### src/rtl/vga_timing_gen.sv
// -----------------------------------------------------------------------------
// vga_timing_gen
//
// Raster timing source for the 640x480@60 Hz mode (25 MHz pixel clock).
// Produces the pixel/line counters (DrawX/DrawY), the display-active
// qualifier (blank, 1 = draw), active-low hs/vs syncs delayed by SYNC_DELAY
// cycles to line up with downstream registered RGB, line/frame boundary
// pulses and an optional completed-frame counter.
//
// Ports:
//   vga_clk      in   1   pixel clock, all logic on posedge
//   reset        in   1   synchronous, active-high
//   DrawX        out  10  horizontal counter (zero latency)
//   DrawY        out  10  vertical counter (zero latency)
//   blank        out  1   1 = visible region, aligned with DrawX/DrawY
//   hs, vs       out  1   active-low syncs, delayed by SYNC_DELAY cycles
//   sync         out  1   composite sync, constant 0
//   line_start   out  1   one-cycle pulse at hc==0 after a line wrap
//   frame_start  out  1   one-cycle pulse at (0,0) after a frame wrap
//   frame_count  out  16  completed-frame counter
//
// Optional feature macro: VGA_FRAME_COUNTER_EN
//   defined   -> frame_count is a 16-bit wrapping counter
//   undefined -> frame_count is tied to 0 (frame_start still pulses)
//
// Counters are 10 bits: H_TOTAL and V_TOTAL must not exceed 1024.
// SYNC_DELAY legal range is 0..4.
// -----------------------------------------------------------------------------
module vga_timing_gen #(
    parameter int H_VISIBLE  = 640,
    parameter int H_FP       = 16,
    parameter int H_SYNC     = 96,
    parameter int H_BP       = 48,
    parameter int V_VISIBLE  = 480,
    parameter int V_FP       = 10,
    parameter int V_SYNC     = 2,
    parameter int V_BP       = 33,
    parameter int SYNC_DELAY = 1
) (
    input  logic        vga_clk,
    input  logic        reset,
    output logic [9:0]  DrawX,
    output logic [9:0]  DrawY,
    output logic        blank,
    output logic        hs,
    output logic        vs,
    output logic        sync,
    output logic        line_start,
    output logic        frame_start,
    output logic [15:0] frame_count
);

    localparam int H_TOTAL = H_VISIBLE + H_FP + H_SYNC + H_BP;
    localparam int V_TOTAL = V_VISIBLE + V_FP + V_SYNC + V_BP;

    localparam logic [9:0] H_LAST   = 10'(H_TOTAL - 1);
    localparam logic [9:0] V_LAST   = 10'(V_TOTAL - 1);
    localparam logic [9:0] H_VIS    = 10'(H_VISIBLE);
    localparam logic [9:0] V_VIS    = 10'(V_VISIBLE);
    localparam logic [9:0] HS_START = 10'(H_VISIBLE + H_FP);
    localparam logic [9:0] HS_END   = 10'(H_VISIBLE + H_FP + H_SYNC);
    localparam logic [9:0] VS_START = 10'(V_VISIBLE + V_FP);
    localparam logic [9:0] VS_END   = 10'(V_VISIBLE + V_FP + V_SYNC);

    logic [9:0] hc_q, hc_d;
    logic [9:0] vc_q, vc_d;
    logic       line_start_q, line_start_d;
    logic       frame_start_q, frame_start_d;
    logic       h_wrap, v_wrap;
    logic       hs_raw, vs_raw;

    // Next-state for the raster counters. The boundary pulses are registered
    // alongside the counters, so a pulse computed from "about to wrap" lands in
    // the same cycle the counters show 0.
    always_comb begin
        h_wrap        = (hc_q == H_LAST);
        v_wrap        = (vc_q == V_LAST);
        hc_d          = h_wrap ? 10'd0 : hc_q + 10'd1;
        vc_d          = vc_q;
        if (h_wrap) begin
            vc_d = v_wrap ? 10'd0 : vc_q + 10'd1;
        end
        line_start_d  = h_wrap;
        frame_start_d = h_wrap && v_wrap;
    end

    always_ff @(posedge vga_clk) begin
        if (reset) begin
            hc_q          <= 10'd0;
            vc_q          <= 10'd0;
            line_start_q  <= 1'b0;
            frame_start_q <= 1'b0;
        end else begin
            hc_q          <= hc_d;
            vc_q          <= vc_d;
            line_start_q  <= line_start_d;
            frame_start_q <= frame_start_d;
        end
    end

    assign DrawX       = hc_q;
    assign DrawY       = vc_q;
    assign blank       = (hc_q < H_VIS) && (vc_q < V_VIS);
    assign sync        = 1'b0;
    assign line_start  = line_start_q;
    assign frame_start = frame_start_q;

    assign hs_raw = !((hc_q >= HS_START) && (hc_q < HS_END));
    assign vs_raw = !((vc_q >= VS_START) && (vc_q < VS_END));

    // hs/vs travel together through a SYNC_DELAY-deep shift register, bit 0 =
    // hs, bit 1 = vs. Stages reset to inactive (1) so a reset mid-sync drops
    // any pending low pulse.
    generate
        if (SYNC_DELAY == 0) begin : g_no_delay
            assign hs = hs_raw;
            assign vs = vs_raw;
        end else begin : g_delay
            logic [1:0] sync_pipe_q [SYNC_DELAY];
            logic [1:0] sync_pipe_d [SYNC_DELAY];

            for (genvar gi = 0; gi < SYNC_DELAY; gi++) begin : g_stage
                if (gi == 0) begin : g_head
                    assign sync_pipe_d[gi] = {vs_raw, hs_raw};
                end else begin : g_tail
                    assign sync_pipe_d[gi] = sync_pipe_q[gi-1];
                end
            end

            always_ff @(posedge vga_clk) begin
                for (int i = 0; i < SYNC_DELAY; i++) begin
                    if (reset) begin
                        sync_pipe_q[i] <= 2'b11;
                    end else begin
                        sync_pipe_q[i] <= sync_pipe_d[i];
                    end
                end
            end

            assign hs = sync_pipe_q[SYNC_DELAY-1][0];
            assign vs = sync_pipe_q[SYNC_DELAY-1][1];
        end
    endgenerate

`ifdef VGA_FRAME_COUNTER_EN
    logic [15:0] frame_count_q, frame_count_d;

    // Advances on the same edge that raises frame_start; wraps naturally.
    always_comb begin
        frame_count_d = frame_start_d ? frame_count_q + 16'd1 : frame_count_q;
    end

    always_ff @(posedge vga_clk) begin
        if (reset) begin
            frame_count_q <= 16'h0000;
        end else begin
            frame_count_q <= frame_count_d;
        end
    end

    assign frame_count = frame_count_q;
`else
    assign frame_count = 16'h0000;
`endif

endmodule

### config.mk
export PLATFORM = sky130hd
export DESIGN_NAME = vga_timing_gen
export DESIGN_NICKNAME = d
export VERILOG_FILES = /design/src/rtl/vga_timing_gen.sv
export SDC_FILE = /design/constraint.sdc
export NUM_CORES = 1
export LEC_CHECK = 0
export ABC_AREA = 0
export BUFFER_PORTS_ARGS = -buffer_cell sky130_fd_sc_hd__buf_2
export CAP_MARGIN = 20
export CORE_ASPECT_RATIO = 1.25
export CORE_MARGIN = 2
export CORE_UTILIZATION = 44
export CTS_CLUSTER_DIAMETER = 60
export CTS_CLUSTER_SIZE = 25
export DETAILED_ROUTE_END_ITERATION = 8
export PLACE_DENSITY = 0.85
export SLEW_MARGIN = 20
export SYNTH_ARGS = -nofsm -noshare
export SYNTH_HDL_FRONTEND = slang
export SYNTH_SLANG_ARGS = --single-unit
### constraint.sdc
create_clock -name vga_clk -period 1.9 [get_ports vga_clk]
set_clock_uncertainty 0.2 [all_clocks]
set_input_delay 0.095 -clock vga_clk [delete_from_list [all_inputs] [get_ports vga_clk]]
set_output_delay 0.095 -clock vga_clk [all_outputs]
set_load 0.01 [all_outputs]
### Word level (Yosys, flattened, before mapping)

Memory sizes are Yosys's and may differ from the RTL's.
Index checks and enable logic that the tools add are counted.

* register bits: 22
* logic and storage cells: 29
* memory bits (writable): 2
* input port bits: 2
* output and inout port bits: 42
* memories: 1

* equal/unequal tests: 2
* $add $sub $neg: 2
* mux-type cells: 6
* reductions and logical operators: 8
* order comparisons: 6

Memory list
* g_delay.sync_pipe_q: words 1, bits a word 2, read ports 1, clocked after memory_dff 0, wr ports 1, line 119 `logic [1:0] sync_pipe_q [SYNC_DELAY];`

Operators with widths (count)
* adder 10 x 1 -> 10 bit, second input constant: 2
* == test 10 bit, second input constant: 2
* less-than comparator 10 bit, second input constant: 2
* less-than comparator 10 x 9 -> 1 bit, second input constant: 2
* >= comparator 10 bit, second input constant: 1
* >= comparator 10 x 9 -> 1 bit, second input constant: 1
* 2-to-1 mux 10 bit: 1
* logical AND 1 bit: 4
* 2-to-1 mux 1 bit: 4
* OR reduction 2 bit: 2
* logical NOT 1 bit: 2
* 2-to-1 mux 2 bit: 1

### Logic depth before layout (Yosys ltp)

Gate-level depths: netlist of run 1.

* depth in word-level cells: 4
* mapped depth: 7
* depth with buffers taken out: 6

### Least setup slack after synthesis of run 1

OpenSTA, ideal clock, no wires.

* kind: reg2reg
* start point: register hc_q[0], in the netlist DrawX[0]
* end point: register vc_q[7], in the netlist DrawY[7]
* clock period less this slack: 1900 ps
* cell stages (with the launch flop): 7
* slack: 0 ps
* arrival time: 1629 ps
* library setup time: 71 ps
* buffers on the path: 1
* data required time: 1629 ps
* cell sequence: dfxtp_1 > ha_1 > and4_1 > buf_4 > nand3_4 > or4_1 > a21oi_1

* longest elaborated chain between the ends: 1

Ends and longest elaborated chain
* start, declared: line 65 `logic [9:0] hc_q, hc_d;`
* start signal, assigned: line 89 `hc_q <= 10'd0;`
* start signal, assigned: line 94 `hc_q <= hc_d;`
* == test 10 bit: line 76 `h_wrap = (hc_q == H_LAST);`
* end signal, assigned: line 95 `vc_q <= vc_d;`
* end, declared: line 66 `logic [9:0] vc_q, vc_d;`

No other way between the ends.
A chain may end at the register's enable or synchronous reset.

### Worst setup path after layout of run 1

* start point: register hc_q[1], in the netlist DrawX[1]
* end point: register vc_q[9], in the netlist DrawY[9]

Same word-level chain as after synthesis.

==> results of run 1 <==
==> logic make-up (layout without fill, tap and decap cells) <==
logic type                 after synthesis  in the layout  synth area share
and+or+nand+nor                         63             64            0.2852
AOI/OAI and AO/OA                       16             16           0.07430
DFF                                     24             24            0.3855
other                                    1             17          0.003009
buffers and inverters                   28             53            0.1416
adders and majority gates                4              4           0.04016
xor gates and xnor gates                10             10           0.07028
==> per-layer routing <==
metal  vias to the layer above  share of wire  routed length, um  track usage
met5                         -              0                  0            0
met4                         0         0.0064                 18      0.05921
met3                         2          0.061                174      0.02370
met2                        48           0.53               1509       0.2756
met1                       513           0.40               1130       0.1944
li1                        554              -                  -            -
==> critical path: cells and delay by family, from the launching register on <==
family	cells	cell delay [ps]
and+or+nand+nor	3	870
adders and majority gates	1	170
DFF	1	370
AOI/OAI and AO/OA	1	170
==> flip-flops by register name, indices dropped and copies added, names as in the netlist <==
signal               count
DrawX                   10
DrawY                   10
g_delay.sync_pipe_q      2
frame_start              1
line_start               1
==> worst max-delay path by stage <==
| stage | endpoint | slack (ps) | cells after the start |
|---|---|---|---|
| 4_1_cts | DrawY[9] | 8 | 5 |
| 3_5_place_dp | DrawY[9] | 50 | 5 |
| 6_report | DrawY[9] | 50 | 5 |
| 2_1_floorplan | DrawY[7] | 0.07 | 6 |
| 3_3_place_gp | DrawY[7] | 130 | 5 |
| 5_1_grt | DrawY[9] | -30 | 4 |
==> final cells by class <==
type                            count  area (um^2)  area share
Timing Repair Buffer               43        260.3      0.1704
Clock inverter                      1        30.03     0.01966
Inverter                            6        22.52     0.01474
Tap cell                           34        42.54     0.02785
Multi-Input combinational cell    111        669.4      0.4382
Sequential cell                    24        480.5      0.3145
Clock buffer                        3        22.52     0.01474
==> power groups by stage <==
stage                     clock network [mW]  logic [mW]  registers (mW)
final                                  0.363      0.0627           0.512
after global routing                   0.397      0.0689           0.513
after CTS                              0.374      0.0624           0.512
after detailed placement                   0      0.0605           0.523
after global placement                     0      0.0596           0.522
after floorplan                            0      0.0575           0.529
==> stage by stage <==
step	utilization	area (um^2)	setup TNS (ps)
2_1_floorplan	-	1306	0
3_3_place_gp	0.5252	1408	0
3_5_place_dp	0.5252	1408	0
4_1_cts	0.5486	1470	0
5_1_grt	0.5700	1528	-32.93
6_report	0.5700	1528	0
==> layout by cell type (no fill, tap or decap), drive strengths merged <==
master       count
and4             1
o21ai            3
nand4            6
nor2            15
dfxtp           24
clkbuf           3
nor2b            1
inv              6
or4              5
nor4b            1
nor4             1
and2             2
nand3           11
a21oi            8
ha               4
o21bai           1
dlygate4sd3      1
and3             2
o31ai            4
buf             42
nand2            8
nand2b           1
xnor2            6
or4b             1
conb            17
nor3             6
xor2             4
bufinv           1
or3              3
==> what timing repair did <==
item	in CTS	in global routing
hold buffers	1	0
setup endpoints to repair	0	8
buffers inserted	0	5
endpoints found under the hold margin	8	0
gates resized for setup	0	4
==> flow_summary.yaml, run 1 <==
logic_synthesis:
  yosysWarnings: 0
  synthArstFlopShare: 0
  synth.most_common_cell: "dfxtp_1"
  syn_avg_cell_area_um2: 8.536
  synth_edf_count: 0
  synth_cells: 146
  syn-cell-area_mm2: 0.001246
  ys_seq_elements: 24
  ys_top_cells_by_count: "dfxtp_1, buf_4, nor2_1"
  synth_ff_type: "dfxtp_1"
  synthDistinctLibCells: 30
  yosys-top-cells-area: "dfxtp_1, buf_4, nor2_1"
  synthDominantCellAreaShare: 0.3855
  synth-seq-area-share: 0.3855
  synth_largest_area_cell: "dfxtp_1"
sta:
  finalCritPeriodShare: 0.9713
  hold_viol: 0
  fin_hold_ws_ps: 326.5
  fmax_mhz: 541.9
  finalSetupViolations: 0
  fin_ws_ps: 54.50
  layout_min_cycle_time_ps: 1845
  maxSlewViolCount: 0
worst_setup_path:
  crit_chain: "ha_1 -> and4_4 -> nand3_4 -> or4_1 -> a21oi_1"
  r2r_slack_ps: 50
  reg2reg_depth: 5
  startpoint_type: "flip-flop"
  arrival_ps: 1890
  critPathMaxStageDelay_ps: 490
  cp_slowest_cell: "or4_1"
  crit_path_start: "DrawX[1]"
  r2r-end: "DrawY[9]"
  crit_path_end_kind: "flip-flop"
  cp.required_ps: 1940
  criticalPathCategory: "flip-flop to flip-flop"
  regToRegStartpoint: "DrawX[1]"
  critPathMaxFanout: 9
routing:
  dr.pass1.iters: 4
  wirelength_um: 2832
  routedWlPerCell_um: 12.76
  remaining_drc_errors: 0
  ant_nets: 0
  drtIter0Drc: 39
  route.vias.total: 1117
  via_per_inst: 5.032
worst_hold_path:
  hold_end: "DrawY[3]"
  hold_start: "DrawY[3]"
  worstHoldPathCells: 2
  hp-class: "flip-flop to flip-flop"
global_routing:
  gr-total-overflow: 0
  antenna_found_initial: 0
  grt_pass1_vias: 955
  grt_pass1_wl_um: 4077
  track_usage: 0.1594
  grt_max_degree: 19
clocking:
  clockBufferDepth: 2
  clk_latency_ps: 310
  cts.clk_slew.worst_paths_ps: 120
  htreeDepth: 1
  clockRootBuffer: "clkbuf_4"
  clkSinkCount: 24
  cts_made_buffers: 3
  cts_tree: "done"
power_and_ir_drop:
  clockPowerShare: 0.387
  powerDensity_mw_per_mm2: 614.0
  power.switching_mw: 0.1950
  p_seq_frac: 0.546
  total_power_mw: 0.9380
  p_int_mw: 0.7430
  p_leak_nw: 0.6434
  share_comb_of_total_power: 0.067
  p_sw_frac: 0.2079
  vdd_drop_max_uv: 476.2
finish:
  num-fill-cells: 269
  final_cells: 222
  area_growth_pct: 22.59
  drive_gt1_frac: 0.2766
  layout.nets: 195
  diodes: 0
place:
  post-place-cells: 211
  dp_slack_ps: 52.71
  dp_hpwl_um: 1921
  place_congestion: 0.7188
  port_buffers: 26
floorplanning:
  core_area_mm2: 0.002680
  initial_utilization: 0.4650
  die_width_um: 51.60
  placementRows: 21
  die_h_um: 63.50
  die_area_mm2: 0.003277
  io_pins: 44
job:
  timing.max_cap.violations: 0
run_status:
  status: "complete, no violations"
(Power assumes the default switching activity.)
==> run 2, diff against run 1 <==
--- a/config.mk
+++ b/config.mk
@@ -8,7 +8,6 @@
 export ABC_AREA = 0
 export BUFFER_PORTS_ARGS = -buffer_cell sky130_fd_sc_hd__buf_2
 export CAP_MARGIN = 20
-export CORE_ASPECT_RATIO = 1.25
 export CORE_MARGIN = 2
 export CORE_UTILIZATION = 44
 export CTS_CLUSTER_DIAMETER = 60
==> flow_summary.yaml, run 2 (synthesis results as in run 1) <==
power_and_ir_drop:
  vdd_drop_max_uv: 348.9
  total_power_mw: 0.8442
  p_leak_nw: 0.6267
  powerDensity_mw_per_mm2: 570.4
global_routing:
  gr-total-overflow: 0
  antenna_found_initial: 0
  track_usage: 0.1533
  grt_pass1_vias: 905
  grt_max_degree: 19
  grt_pass1_wl_um: 3960
clocking:
  cts_tree: "done"
  cts_made_buffers: 3
  clockBufferDepth: 2
  cts.clk_slew.worst_paths_ps: 130
  clkSinkCount: 24
  htreeDepth: 1
  clk_latency_ps: 310
  clockRootBuffer: "clkbuf_4"
worst_hold_path:
  hp-class: "flip-flop to flip-flop"
  hold_start: "DrawY[3]"
  worstHoldPathCells: 2
  hold_end: "DrawY[3]"
routing:
  remaining_drc_errors: 0
  route.vias.total: 1079
  dr.pass1.iters: 4
  via_per_inst: 5.019
  wirelength_um: 2448
  routedWlPerCell_um: 11.39
  ant_nets: 0
  drtIter0Drc: 14
worst_setup_path:
  r2r-end: "DrawY[9]"
  crit_path_end_kind: "flip-flop"
  critPathMaxFanout: 11
  cp.required_ps: 1950
  regToRegStartpoint: "DrawX[1]"
  criticalPathCategory: "flip-flop to flip-flop"
  r2r_slack_ps: 70
  reg2reg_depth: 5
  startpoint_type: "flip-flop"
  arrival_ps: 1870
place:
  port_buffers: 26
  placed_area_mm2: 0.001404
  place_congestion: 0.8614
  dp_hpwl_um: 1772
  post-place-cells: 208
finish:
  final_common_cell: "buf_2"
  diodes: 0
  layout.nets: 191
  drive_gt1_frac: 0.2500
  final_cell_mix: "buf_2, dfxtp_1, conb_1"
  area_growth_pct: 18.78
  final_area_mm2: 0.001480
  final_cells: 215
sta:
  fin_tns_setup_ps: 0
  fmax_mhz: 547.4
  finalSetupViolations: 0
  rsz0062_at_grt: "false"
  hold_viol: 0
  layout_min_cycle_time_ps: 1827
  fin_hold_ws_ps: 333.0
  finalCritPeriodShare: 0.9615
  maxSlewViolCount: 0
floorplanning:
  die_width_um: 57.22
  die_h_um: 57.22
  die_area_mm2: 0.003274
  io_pins: 44
  placementRows: 19
  initial_utilization: 0.4558
  core_area_mm2: 0.002734
run_status:
  status: "complete, no violations"
job:
  timing.max_cap.violations: 0
[run 2: changes by cell type in the layout (fill, tap and decap cells not counted)]
cell / previous run / this run
and2_1: 1 / 2
and2_2: 1 / 0
buf_12: 0 / 1
buf_4: 16 / 12
bufinv_16: 1 / 0
clkbuf_8: 0 / 1
nand3_2: 1 / 0
nor4b_1: 0 / 1
nor4b_2: 1 / 0
[run 2: per-layer routing]
metal	vias to the layer above	track usage	share of wire
li1	552	-	-
met1	492	0.1997	0.44
met2	33	0.2479	0.50
met3	2	0.01361	0.050
met4	0	0.08970	0.011
met5	-	0	0
[run 2: how the worst max path moves through the flow]
| stage | start | endpoint | slack [ps] |
|---|---|---|---|
| 2_1_floorplan | DrawX[0] | DrawY[7] | 0.07 |
| 3_3_place_gp | DrawX[0] | DrawY[6] | 120 |
| 3_5_place_dp | DrawX[1] | DrawY[8] | 40 |
| 4_1_cts | DrawX[1] | DrawY[8] | 20 |
| 5_1_grt | DrawX[1] | DrawY[6] | 4 |
| 6_report | DrawX[1] | DrawY[9] | 70 |
[run 2: stage by stage]
| step | setup slack [ps] | util |
|---|---|---|
| final | 73.19 | 0.5414 |
| after floorplan | 0.06939 | - |
| after global routing | 4.417 | 0.5414 |
| after global placement | 122.6 | 0.5135 |
| after detailed placement | 38.48 | 0.5135 |
| after CTS | 17.44 | 0.5304 |
[run 2: critical path: stages, from the launching register on]
cell	delay, ps
dfxtp_1	360
ha_1	160
and4_4	230
nand3_4	130
or4_1	500
a21oi_1	170
[run 2: what timing repair did]
action                                  CTS  global route
endpoints found under the hold margin     8             0
gates resized for setup                   0             1
hold buffers                              1             0
endpoints found under the setup margin    0             4
buffers inserted                          0             2
[run 2: cell type report]
class / count / area, um^2
Multi-Input combinational cell: 110 / 651.9
Tap cell: 31 / 38.79
Inverter: 6 / 22.52
Timing Repair Buffer: 40 / 250.2
Clock buffer: 4 / 36.28
Fill cell: 241 / 1254
Sequential cell: 24 / 480.5
[run 2: report_power, final]
group	leakage, nW	internal, mW	switching, mW	total, mW
registers	0.194	0.509	0.00294	0.512
clock network	0.0210	0.117	0.153	0.270
logic	0.412	0.0210	0.0413	0.0623
